## src/rtl/tage_t0_updater.sv

```systemverilog
// TAGE T0 bimodal table updater: 1-cycle read-modify-write pipe plus a full-table clear sweep.
// Optional macro TAGE_T0_FWD_EN: forward same-index back-to-back updates instead of stalling.
module tage_t0_updater #(
  parameter int num_entries = 512,
  parameter int addr_width  = $clog2(num_entries),
  parameter int data_width  = 2
) (
  input  logic                  clk,
  input  logic                  rst,
  input  logic                  upd_valid,
  output logic                  upd_ready,
  input  logic [addr_width-1:0] upd_idx,
  input  logic                  upd_taken,
  input  logic                  clear_req,
  output logic                  clear_done,
  output logic                  busy,
  output logic [addr_width-1:0] ram_raddr,
  input  logic [data_width-1:0] ram_q,
  output logic                  ram_we,
  output logic [addr_width-1:0] ram_waddr,
  output logic [data_width-1:0] ram_wdata
);

  typedef enum logic {
    ST_RUN,
    ST_CLEAR
  } state_t;

  localparam logic [data_width-1:0] CMAX = '1;
  localparam logic [data_width-1:0] CMIN = '0;
  localparam logic [data_width-1:0] CLR_VAL =
    data_width'((1 << (data_width - 1)) - 1);
  localparam logic [addr_width-1:0] LAST =
    addr_width'(num_entries - 1);

  state_t                r_state;
  logic                  r_s1_valid;
  logic [addr_width-1:0] r_s1_idx;
  logic                  r_s1_taken;
  logic                  r_s1_fwd;
  logic [data_width-1:0] r_s1_fwdval;
  logic [addr_width-1:0] r_clear_ptr;

  logic                  w_hazard;
  logic                  w_stall;
  logic                  w_accept;
  logic                  w_in_clear;
  logic                  w_last;
  logic [data_width-1:0] w_old;
  logic [data_width-1:0] w_new;

  always_comb begin
    w_hazard = r_s1_valid && (upd_idx == r_s1_idx);
`ifdef TAGE_T0_FWD_EN
    w_stall = 1'b0;
`else
    w_stall = w_hazard;
`endif
  end

  assign w_in_clear = (r_state == ST_CLEAR);
  assign w_last     = (r_clear_ptr == LAST);

  assign upd_ready = !rst && !w_in_clear
                   && !clear_req && !w_stall;
  assign w_accept  = upd_valid && upd_ready;

  // A forwarded value stands in for RAM data that is still being written
  assign w_old = r_s1_fwd ? r_s1_fwdval : ram_q;

  always_comb begin
    w_new = w_old;
    if (r_s1_taken) begin
      if (w_old != CMAX) w_new = w_old + 1'b1;
    end else begin
      if (w_old != CMIN) w_new = w_old - 1'b1;
    end
  end

  always_ff @(posedge clk) begin
    if (rst) begin
      r_state     <= ST_RUN;
      r_s1_valid  <= 1'b0;
      r_s1_idx    <= '0;
      r_s1_taken  <= 1'b0;
      r_s1_fwd    <= 1'b0;
      r_s1_fwdval <= '0;
      r_clear_ptr <= '0;
    end else begin
      r_s1_valid  <= w_accept;
      r_s1_fwdval <= w_new;
      if (w_accept) begin
        r_s1_idx   <= upd_idx;
        r_s1_taken <= upd_taken;
      end
`ifdef TAGE_T0_FWD_EN
      r_s1_fwd <= w_accept && w_hazard;
`else
      r_s1_fwd <= 1'b0;
`endif
      unique case (r_state)
        ST_RUN: begin
          if (clear_req) r_state <= ST_CLEAR;
        end
        ST_CLEAR: begin
          if (w_last) begin
            r_clear_ptr <= '0;
            r_state     <= ST_RUN;
          end else begin
            r_clear_ptr <= r_clear_ptr + 1'b1;
          end
        end
        default: r_state <= ST_RUN;
      endcase
    end
  end

  assign ram_raddr  = upd_idx;
  assign busy       = !rst && w_in_clear;
  assign clear_done = !rst && w_in_clear && w_last;
  assign ram_we     = !rst && (w_in_clear || r_s1_valid);
  assign ram_waddr  = w_in_clear ? r_clear_ptr : r_s1_idx;
  assign ram_wdata  = w_in_clear ? CLR_VAL : w_new;

endmodule

```

## config.mk

```make
export PLATFORM = sky130hd
export DESIGN_NAME = tage_t0_updater
export DESIGN_NICKNAME = d
export VERILOG_FILES = /design/src/rtl/tage_t0_updater.sv
export SDC_FILE = /design/constraint.sdc
export NUM_CORES = 1
export LEC_CHECK = 0
export CAP_MARGIN = 20
export CORE_MARGIN = 2
export CORE_UTILIZATION = 49
export DETAILED_ROUTE_END_ITERATION = 6
export GPL_ROUTABILITY_DRIVEN = 1
export PLACE_DENSITY = 0.91
export SKIP_LAST_GASP = 1
export SYNTH_ARGS = -nofsm -noshare
export SYNTH_HDL_FRONTEND = slang
export SYNTH_SLANG_ARGS = --single-unit
```

## constraint.sdc

```tcl
create_clock -name clk -period 4.35 [get_ports clk]
set_input_delay 0.6525 -clock clk [delete_from_list [all_inputs] [get_ports clk]]
set_output_delay 0.6525 -clock clk [all_outputs]
set_load 0.05 [all_outputs]
```

==> metrics.md <==
| Metric | Value |
|---|---|
| Routability cong. | 0.809 |
| Clk sinks | 21 |
| Share of the yosys chip area belonging to registers | 33.0% |
| Req. time, crit path | 3.70 ns |
| Core Rows | 18 |
| Max_cap viols | 0 |
| Worst-Margin Slew | 0.948 ns |
| Crit-path max FO | 10 |
| DR pass1 iterations | 4 |
| Horiz. Die Dim | 55.0 um |
| Yosys warns | 0 |
| Effective utilization at floorplan | 51.4% |
| Max Buffers Root-to-Sink | 2 |
| IO Count | 40 |
| Ant. Diodes | 0 |
| Avg Cell Area, Syn | 9.22 sq um |
| Port Buf Inserts | 39 |
| Hold WS | 0.543 ns |
| Critical path endpoint category | primary output |
| Multi-input gate area | 737 sq um |
| Tmin final | 3.50 ns |
| Final count of negative-setup-slack endpoints | 0 |
| CTS root buf | clkbuf_4 |
| Post-synth net total | 156 |
| Mean number of vias per cell | 5.46 |
| Final net count | 185 |
| Total design power | 0.439 mW |
| Post-CTS Setup Inserts | 0 |
| Synth top cells by count | dfxtp_1 (21), nor2_1 (16), nor2b_1 (11) |
| DRC errors left | 0 |
| Area grow syn2layout | 27.6% |
| H-tree depth reported by CTS | 1 |
| Via count | 1071 |
| Status | finished clean |
| Final hold violations | 0 |
| Layout cells sized above 1 | 16.3% |
| RSZ-0062 raised after global routing | false |
| Cells after Synth | 138 |
| Placed insts | 192 |
| Initial antenna violation count | 0 |
| Setup CP Type | flip-flop to primary output |
| CTS clk-pin slew, worst paths | 0.13 ns |
| Later-pin clock latency in the skew report | 0.31 ns |
| DIE HEIGHT | 55.0 um |
| Fmax | 286 MHz |
| Critical Path Start Type | flip-flop |
| Area leader, netlist | dfxtp_1 |
| Setup Skew | 0.00480 ns |
| Non-Filler Instances | 196 |
| Post-synthesis cell type count | 29 |
| Post-cts gate resize count | 0 |
| Largest net degree at the start of global routing | 27 |
| FFs w/ async S/R, synth | 0% |
| Drt total wl | 2900 um |
| Leak pwr | 0.681 nW |
| Initial drt markers | 17 |
| Die ar. | 3020 sq um |
| Fin. max-slew vios | 0 |
| Top-area cell type share of the netlist area | 33.0% |
| Register area | 420 sq um |
| Post-synth EDFFs | 0 |
| Synth top area cells | dfxtp_1 (33%), mux2_4 (11%), mux2_2 (8.8%) |
| Rel. slew slack | 36.7% |
| Fillers | 203 |
| First-pass GRT wire length | 4540 um |
| Most numerous cell in the Yosys netlist | dfxtp_1 |
| Synthesized flop and latch total | 21 |
| Hold/Removal Path Class | flip-flop to flip-flop |
| Hpwl dp | 2140 um |
| Crit path arrival time | 2.84 ns |
| Routed length per instance | 14.8 um |
| Sum Neg Setup Slack | 0 ns |
| Fin util | 65.6% |
| Remaining global-route overflow | 0 |
| Hold_buf cts | 0 |
| GRT Total Usage | 20.8% |
| Syn Std Cell Area | 1270 sq um |
| Vias in the first global route | 998 |
| Tcrit/Tclk final | 80.4% |
| Peak VDD IR | 0.000232 V |
| Core area | 2480 sq um |
| Cell Pwr Density | 270 nW/um^2 |
| TritonCTS Buffers | 3 |
| Antenna Nets Post-Route | 0 |
| Synth Flop Type | dfxtp_1 |
| CTS tree | yes |
-- flip-flops by register name, indices dropped and copies added, names as in the netlist --
name and flops:
r_s1_taken 1, r_state 1, r_s1_valid 1, r_clear_ptr 9, r_s1_idx 9
-- through the flow --
step	setup slack (ns)	cell area, sq um
3_5_place_dp	0.952	1600
4_1_cts	0.865	1620
2_1_floorplan	1.59	1270
3_3_place_gp	1.01	1600
6_report	0.854	1620
5_1_grt	0.699	1620
-- placed cells by master (no fill, tap or decap) --
cell / instances
clkdlybuf4s50_1: 39
xnor2_1: 1
ha_1: 2
nand2b_1: 3
inv_2: 1
nor2b_1: 11
a21oi_1: 7
nor3b_1: 1
nand4_1: 1
xor2_1: 8
nand2_1: 3
mux2_2: 10
nand3_2: 1
o21ai_0: 7
nand3b_1: 1
clkbuf_4: 3
dfxtp_1: 21
and3_1: 4
mux2_4: 9
a22oi_1: 3
nor2_1: 16
nor3_1: 3
nor4_1: 3
clkinv_2: 1
buf_4: 1
nand3_1: 1
mux2i_1: 2
and2_1: 2
or2_2: 1
-- cells by family (layout without fill, tap and decap cells) --
| family | count (synthesis) | after routing | share of synthesized area, % |
|---|---|---|---|
| AND/OR/NAND/NOR | 51 | 51 | 21.4 |
| AO/OA/AOI/OAI | 17 | 17 | 7.28 |
| multiplexers | 21 | 21 | 21.0 |
| flip-flops | 21 | 21 | 33.0 |
| XOR/XNOR | 9 | 9 | 6.20 |
| adder cells (fa/ha/maj) | 2 | 2 | 1.97 |
| buffers and inverters | 17 | 45 | 9.05 |
-- critical path, stage by stage, from the launching register on --
cell and delay (ns):
dfxtp_1 0.47, ha_1 0.21, and3_1 0.20, and3_1 0.20
and3_1 0.16, ha_1 0.32, and2_1 0.17, clkdlybuf4s50_1 0.79
-- layer usage --
metal  vias up  GRT usage (%)  wire, um
met5         -              0         0
met1       509           28.8      1310
met4         0           6.10        39
met2        40           33.7      1430
met3         4           2.69       127
li1        518              -         -
-- layout make-up --
class	count	share of cell area, %
clock buffer	3	1.39
clock inverter	1	0.308
inverter	1	0.231
multi-input combinational	100	45.4
sequential	21	25.9
tap	30	2.31
timing repair buffer	40	24.5
-- power breakdown --
part	internal (mW)	switching [mW]
Combinational	0.0559	0.0709
Clock	0.0344	0.0647
Sequential	0.200	0.0128
-- final timing paths --
path	from	endpoint	slack (ns)	cells past startpoint
worst max-delay path	r_clear_ptr[0]$_SDFFE_PP0P_	clear_done	0.85	7
worst min register to register	r_clear_ptr[1]$_SDFFE_PP0P_	r_clear_ptr[1]$_SDFFE_PP0P_	0.54	2
worst min-delay path	r_clear_ptr[1]$_SDFFE_PP0P_	r_clear_ptr[1]$_SDFFE_PP0P_	0.54	2
worst max register to register	r_clear_ptr[0]$_SDFFE_PP0P_	r_clear_ptr[5]$_SDFFE_PP0P_	1.97	9
Power figures use the tool's default switching activity.
